**config.mk**
```make
export PLATFORM = sky130hd
export DESIGN_NAME = bnn_param_loader
export DESIGN_NICKNAME = d
export VERILOG_FILES = /design/src/rtl/bnn_param_loader.sv
export SDC_FILE = /design/constraint.sdc
export NUM_CORES = 1
export LEC_CHECK = 0
export CAP_MARGIN = 0
export CORE_MARGIN = 10
export CORE_UTILIZATION = 43
export CTS_CLUSTER_DIAMETER = 80
export DETAILED_ROUTE_END_ITERATION = 7
export PLACE_DENSITY = 0.69
export REMOVE_ABC_BUFFERS = 1
export SKIP_LAST_GASP = 1
export SYNTH_ARGS = -nofsm -noshare
export SYNTH_HDL_FRONTEND = slang
export SYNTH_SLANG_ARGS = --single-unit
```
**constraint.sdc**
```tcl
create_clock -name clk -period 4.25 [get_ports clk]
set_input_delay 1.275 -clock clk [delete_from_list [all_inputs] [get_ports clk]]
set_output_delay 1.275 -clock clk [all_outputs]
set_load 0.02 [all_outputs]
```
**src/rtl/bnn_param_loader.sv**
```systemverilog
// Sequencer for the tiny BNN core: shifts the parameter chain in from a byte stream, then runs samples as two nibbles.
// Optional macro BNN_LOADER_PARITY_EN builds an XOR accumulator of all shifted parameter bits.
module bnn_param_loader #(
  parameter int PARAM_BITS = 160,
  parameter int CLK_DIV    = 4
) (
  input  logic       clk,
  input  logic       rst,
  input  logic       start_load,
  input  logic       cfg_valid,
  input  logic [7:0] cfg_data,
  output logic       cfg_ready,
  input  logic       in_valid,
  input  logic [7:0] in_data,
  output logic       in_ready,
  output logic       res_valid,
  output logic [7:0] res_data,
  input  logic       res_ready,
  output logic       loaded,
  output logic       cfg_parity,
  output logic       bnn_clk,
  output logic       bnn_setup,
  output logic       bnn_param,
  output logic       bnn_bank_hi,
  output logic [3:0] bnn_x,
  input  logic [7:0] bnn_out
);
  localparam int BW = $clog2(PARAM_BITS + 1);
  localparam int CW = $clog2(CLK_DIV + 1);
  localparam logic [BW-1:0] BITS_LAST = BW'(PARAM_BITS);
  localparam logic [CW-1:0] DIV_LAST  = CW'(CLK_DIV - 1);

  typedef enum logic [2:0] {
    IDLE, LOAD_FETCH, LOAD_SHIFT, RUN_LO, RUN_HI, SETTLE, RESULT
  } state_t;

  state_t          state_q, state_d;
  logic [CW-1:0]   cnt_q, cnt_d;
  logic            clk_q, clk_d;
  logic [BW-1:0]   bits_q, bits_d;
  logic [2:0]      bidx_q, bidx_d;
  logic [7:0]      sr_q, sr_d;
  logic [3:0]      hi_q, hi_d;
  logic            loaded_q, loaded_d;
  logic            setup_q, setup_d;
  logic            bank_q, bank_d;
  logic [3:0]      x_q, x_d;
  logic            res_valid_q, res_valid_d;
  logic [7:0]      res_data_q, res_data_d;

  logic in_tick, cnt_last, tick_end;

  assign in_tick  = (state_q == LOAD_SHIFT) || (state_q == RUN_LO) || (state_q == RUN_HI);
  assign cnt_last = (cnt_q == DIV_LAST);
  assign tick_end = in_tick && clk_q && cnt_last;

  always_ff @(posedge clk or posedge rst) begin
    if (rst) begin
      state_q     <= IDLE;
      cnt_q       <= '0;
      clk_q       <= 1'b0;
      bits_q      <= '0;
      bidx_q      <= '0;
      sr_q        <= '0;
      hi_q        <= '0;
      loaded_q    <= 1'b0;
      setup_q     <= 1'b0;
      bank_q      <= 1'b0;
      x_q         <= '0;
      res_valid_q <= 1'b0;
      res_data_q  <= '0;
    end else begin
      state_q     <= state_d;
      cnt_q       <= cnt_d;
      clk_q       <= clk_d;
      bits_q      <= bits_d;
      bidx_q      <= bidx_d;
      sr_q        <= sr_d;
      hi_q        <= hi_d;
      loaded_q    <= loaded_d;
      setup_q     <= setup_d;
      bank_q      <= bank_d;
      x_q         <= x_d;
      res_valid_q <= res_valid_d;
      res_data_q  <= res_data_d;
    end
  end

  always_comb begin
    state_d     = state_q;
    cnt_d       = cnt_q;
    clk_d       = clk_q;
    bits_d      = bits_q;
    bidx_d      = bidx_q;
    sr_d        = sr_q;
    hi_d        = hi_q;
    loaded_d    = loaded_q;
    setup_d     = setup_q;
    bank_d      = bank_q;
    x_d         = x_q;
    res_valid_d = res_valid_q;
    res_data_d  = res_data_q;

    // Shared tick engine: CLK_DIV low cycles, then CLK_DIV high cycles.
    if (in_tick) begin
      cnt_d = cnt_last ? '0 : cnt_q + 1'b1;
      if (cnt_last) clk_d = ~clk_q;
    end

    case (state_q)
      IDLE: begin
        if (start_load) begin
          state_d  = LOAD_FETCH;
          loaded_d = 1'b0;
          bits_d   = '0;
          bidx_d   = '0;
        end else if (loaded_q && in_valid && !res_valid_q) begin
          state_d = RUN_LO;
          setup_d = 1'b0;
          bank_d  = 1'b0;
          x_d     = in_data[3:0];
          hi_d    = in_data[7:4];
          cnt_d   = '0;
          clk_d   = 1'b0;
        end
      end
      LOAD_FETCH: begin
        if (cfg_valid) begin
          state_d = LOAD_SHIFT;
          sr_d    = cfg_data;
          setup_d = 1'b1;
          cnt_d   = '0;
          clk_d   = 1'b0;
        end
      end
      LOAD_SHIFT: begin
        // sr_q[0] drives bnn_param, so shifting on the falling cycle presents the next bit.
        if (tick_end) begin
          bits_d = bits_q + 1'b1;
          bidx_d = bidx_q + 3'd1;
          sr_d   = sr_q >> 1;
          if (bits_d == BITS_LAST) begin
            state_d  = IDLE;
            loaded_d = 1'b1;
            setup_d  = 1'b0;
            sr_d     = '0;
          end else if (bidx_d == 3'd0) begin
            state_d = LOAD_FETCH;
          end
        end
      end
      RUN_LO: begin
        if (tick_end) begin
          state_d = RUN_HI;
          bank_d  = 1'b1;
          x_d     = hi_q;
        end
      end
      RUN_HI: begin
        if (tick_end) state_d = SETTLE;
      end
      SETTLE: begin
        cnt_d = cnt_q + 1'b1;
        if (cnt_last) begin
          cnt_d       = '0;
          res_data_d  = bnn_out;
          res_valid_d = 1'b1;
          state_d     = RESULT;
        end
      end
      RESULT: begin
        if (res_ready) begin
          res_valid_d = 1'b0;
          state_d     = IDLE;
        end
      end
      default: state_d = IDLE;
    endcase
  end

`ifdef BNN_LOADER_PARITY_EN
  logic par_q;
  always_ff @(posedge clk or posedge rst) begin
    if (rst)                                      par_q <= 1'b0;
    else if (state_q == IDLE && start_load)       par_q <= 1'b0;
    else if (state_q == LOAD_SHIFT && tick_end)   par_q <= par_q ^ sr_q[0];
  end
  assign cfg_parity = par_q;
`else
  assign cfg_parity = 1'b0;
`endif

  assign cfg_ready   = (state_q == LOAD_FETCH);
  assign in_ready    = (state_q == IDLE) && loaded_q && !res_valid_q && !start_load;
  assign res_valid   = res_valid_q;
  assign res_data    = res_data_q;
  assign loaded      = loaded_q;
  assign bnn_clk     = clk_q;
  assign bnn_setup   = setup_q;
  assign bnn_param   = sr_q[0];
  assign bnn_bank_hi = bank_q;
  assign bnn_x       = x_q;
endmodule

```
== Yosys cells after proc, flatten, opt, wreduce, memory -nomap -nowiden ==
Cells that the tools add are included.
Word-level totals
  register bits after elaboration: 46
  latch bits: 0
  bits in writable memories: 0
  ROM bits: 0
  output and inout bits: 21
  logic and storage cells: 117
  memories kept: 0
Cells by class
  add/sub/neg operators: 3
  multipliers: 0
  div/mod/pow operators: 0
  magnitude comparators: 0
  eq/ne operators: 20
  shift operators: 0
  mux-type cells: 52
  bitwise gates (word level): 2
  reduce and logical (&&, ||, !) cells: 27
Operators with widths (number)
  2-to-1 mux 3 bit: 17
  2-to-1 mux 8 bit: 4
  case mux 8 bit (2 select lines): 2
  case mux 3 bit (7 select lines): 1
  inequality test 2 bit (second input constant): 9
  2-to-1 mux 1 bit: 16
  2-to-1 mux 4 bit: 3
  AND reduction 3 bit: 4
  == test 3 x 2 -> 1 bit (second input constant): 3
  == test 3 bit (second input constant): 3
  case mux 3 bit (3 select lines): 1
  adder 8 x 1 -> 8 bit (second input constant): 1
  == test 8 bit (second input constant): 1
  case mux 1 bit (2 select lines): 4
  case mux 4 bit (2 select lines): 1
  AND reduction 4 bit: 2
  AND reduction 8 bit: 1
  nonzero test 2 bit: 4
  logical AND 1 bit: 7
  2-to-1 mux 7 bit: 1
  adder 3 x 1 -> 3 bit (second input constant): 2
  zero test 3 bit: 2
  case mux 3 bit (2 select lines): 1
  AND reduction 6 bit: 1
  other kinds (10): 13

== Logic depth before layout (Yosys ltp) ==
Gate-level depths: netlist of the first run.
  word-level depth: 7
  gate-level depth with buffers: 7
  gate-level depth less buffers: 6

== Worst setup path before layout of the first run ==
No wires, ideal clock.
  kind: input to output
  start point: in start_load
  end point: out in_ready
  data arrival time: 2.257 ns
  setup slack: 0.718 ns
  cell stages on the path: 2
  path buffers: 0
  cell sequence: or4_4 > nor3b_1
Between the ends
  word-level cells in the longest chain between the ends: 2
Ends and longest elaborated chain
  start, declared: RTL line 9  | input logic start_load,
  zero test 1 bit: RTL line 194  | assign in_ready = (state_q == IDLE) && loaded_q && !res_valid_q && !start_load;
  logical AND 1 bit: RTL line 194
  end, declared: RTL line 15  | output logic in_ready,
No other way between the ends.

== Final worst setup path of the first run ==
Same ends and word-level chain as after synthesis.

==> results of run 1 <==
-- cell families after synthesis --
logic type | after synthesis | synth area share, %
adders and majority gates | 4 | 2.06
and+or+nand+nor | 94 | 19.8
muxes | 14 | 6.38
DFF | 46 | 47.3
xor gates and xnor gates | 1 | 0.360
other | 1 | 0.154
buffers and inverters | 19 | 3.75
AOI/OAI and AO/OA | 70 | 20.2
-- layout make-up --
class / instances / share of cell area, %
multi-input combinational: 184 / 38.8
timing repair buffer: 52 / 16.7
clock inverter: 2 / 1.22
sequential: 46 / 37.5
inverter: 5 / 0.611
tap: 72 / 2.93
clock buffer: 6 / 2.36
-- flip-flops by register name, indices dropped and copies added (netlist names), 3 cells and up --
signal,flops
bnn_x,4
sr_q,8
cnt_q,3
state_q,3
bidx_q,3
hi_q,4
bits_q,8
res_data,8
-- how the worst min path moves through the flow --
| stage | from | to | slack, ns | depth (start not counted) |
|---|---|---|---|---|
| 3_3_place_gp | bnn_bank_hi | bnn_bank_hi | 0.46 | 2 |
| 3_5_place_dp | bits_q[7] | bits_q[7] | 0.47 | 1 |
| 5_1_grt | bits_q[7] | bits_q[7] | 0.52 | 1 |
| 6_report | bits_q[7] | bits_q[7] | 0.49 | 1 |
| 2_1_floorplan | bits_q[7] | bits_q[7] | 0.44 | 1 |
| 4_1_cts | bits_q[7] | bits_q[7] | 0.49 | 1 |
-- synth_stat cells, types with 2 or more instances --
| master | number |
|---|---|
| dfrtp_1 | 46 |
| nand2_1 | 24 |
| nor2_1 | 18 |
| nand3_1 | 15 |
| o21ai_0 | 15 |
| a21oi_1 | 14 |
| mux2_2 | 12 |
| a31oi_1 | 9 |
| buf_2 | 6 |
| nor3_1 | 6 |
| o21a_1 | 6 |
| nor2b_1 | 5 |
| clkbuf_1 | 4 |
| ha_1 | 4 |
| inv_1 | 4 |
| nand2b_1 | 4 |
| o22a_1 | 4 |
| o31ai_1 | 4 |
| and3_1 | 3 |
| nand4_1 | 3 |
| nor3b_1 | 3 |
| a22o_1 | 2 |
| and2_1 | 2 |
| mux2i_1 | 2 |
-- layer usage --
layer | track usage, % | routed length (um)
met1 | 17.5 | 2500
met2 | 20.8 | 2730
met3 | 3.69 | 310
met4 | 4.49 | 82
met5 | 0 | 0
-- power breakdown --
part / leakage [nW] / switching (mW) / internal (mW)
registers: 0.574 / 0.144 / 0.609
clock network: 0.0514 / 0.156 / 0.176
logic: 0.673 / 0.521 / 0.453
-- critical path: cells and delay by family --
kind | cells | cell delay (ns)
buffers and inverters | 2 | 0.82
AND/OR/NAND/NOR | 2 | 0.62
==> results.md, run 1 <==
- Status: finished, final reports clean
- Yosys warns: 0
- Final Power: about 2.1 mW
- CP Capture Type: output port
- Clock-pin slew on the worst setup and hold paths: about 0.090 ns
- Final Core Density: a little under three fifths
- Clock tree root driver cell: clkbuf_8
- CTS Buf Count: 5
- Cell taking the most area after synthesis: dfrtp_1
- Cell area after layout: slightly above 3000 um2
- Worst path max stage delay: between 0.4 and 0.5 ns
- Layout cells sized above 1: approximately 11%
- R2r setup slk: ~2.0 ns
- Initial Util: about 44%
- Avg Cell Area, Syn: 9.77 um2
- RSZ-0062 raised after global routing: false
- Initial antenna violation count: 0
- Drc violations: 0
- Gr ovfl total: 0
- Synth top area share: between 40 and 50%
- Largest net degree at the start of global routing: 47
- CTS tree: done
- PD cells: 670 nW/um2
- HPWL after DPL: about 4000 um
- Routed wire length: about 5600 um
- Final slew viol count: 0
- Setup TNS: 0 ns
- Setup Buffers After CTS: 0
- Pre-CTS setup slack: -0.0525 ns
- Filler cells: around 520
- DP Cell Count: 359
- P&R area growth vs syn: 26.3%
- Wire length per cell: 15.3 um
- Reg area: 1150 um2
- Via count: about 2.0k
- CTS Buffer Depth: 2
- Most common cell after layout, fill and taps aside: clkdlybuf4s50_1
- Sequential-to-total area share from yosys stat: between 40% and 50%
- Critical Path End: in_ready
- Vias in the first global route: 1,956
- CP arrival: roughly 2.7 ns
- Crit path cell chain: clkdlybuf4s50_1, or4_4, nor3b_1, dlygate4sd2_1
- Post-cts resize count: 1
- # diodes: 0
- Ys async rst share: 100%
- Final Non-Filler Cells: about 370
- Die height: roughly 95 um
- Core Area: 5510 um2
- R2r startpoint: state_q[0]
- Crit path from: start_load
- Global Route Usage Sum: 13.4%
- Pre-antenna DRT Iters: 4
- Post-layout min period: 3.99 ns
- Clock sink total: 46
- Multi-input logic area: 1190 um2
- Hold Fails Final Rpt: 0
- Seq cells post-synth: 46
- VDD IR-drop max: between 0.3 and 0.4 mV
- Port Buf Inserts: 49
- Worst skew pair latency: 0.30 ns
- Final Hold Slack: 0.494 ns
- Worst setup path category: in -> out
- FF-to-FF End: bits_q[7]
- Post-DP Area: 2960 um2
- Post-layout net count: roughly 330
- Final Setup Violations: 0
- Initial DRC count: roughly 120
- F_max: roughly 250 MHz
- Routed vias/inst: about 5.5
- Die ar.: slightly above 9000 um2
- Unique masters post-synth: 58
- Syn Inst Count: 249
- Antenna Violating Nets Remaining: 0
- Final period util: roughly 94%
- Max Cap Violations: 0
- CP required: ~3.0 ns
- Worst Reg2Reg Path Length in Cells: 5
- CTS Hold Buffers Added: 0
- Cell Area, Synth: 2430 um2
- Ys flop type: dfrtp_1
- Gpl congestion: a little over 0.8
- Io pins: 51
- Top cells by area, synth: dfrtp_1, mux2_2, nand2_1
- Startpoint types: input pin
- Hold Crit Class: reg -> reg
- Post-layout worst setup margin: around 0.26 ns
- Die width: between 90 and 100 um
- Num rows: 27
- Lkg Pwr: around 1.3 nW
- CP Max Fanout: 4
- Slew @ Worst Pin: between 0.9 and 1 ns
- Number of synthesized flops with an enable pin: 0
- First-pass GRT wire length: 9860 um
- Layout Skew: 0.00657 ns
- Worst slew margin: 34.1%
- CP max-delay cell: clkdlybuf4s50_1
- CTS H-Tree Depth: 2
- Most frequent cells in the layout: clkdlybuf4s50_1, dfrtp_1, nand2_1
Note: power is estimated with default switching activity, not from simulation.
==> run 2, diff against run 1 <==
--- a/config.mk
+++ b/config.mk
@@ -8,7 +8,6 @@
 export CAP_MARGIN = 0
 export CORE_MARGIN = 10
 export CORE_UTILIZATION = 43
-export CTS_CLUSTER_DIAMETER = 80
 export DETAILED_ROUTE_END_ITERATION = 7
 export PLACE_DENSITY = 0.69
 export REMOVE_ABC_BUFFERS = 1
==> results of run 2 <==
Same layout as run 1: the final DEF is identical, and so are final timing and power.
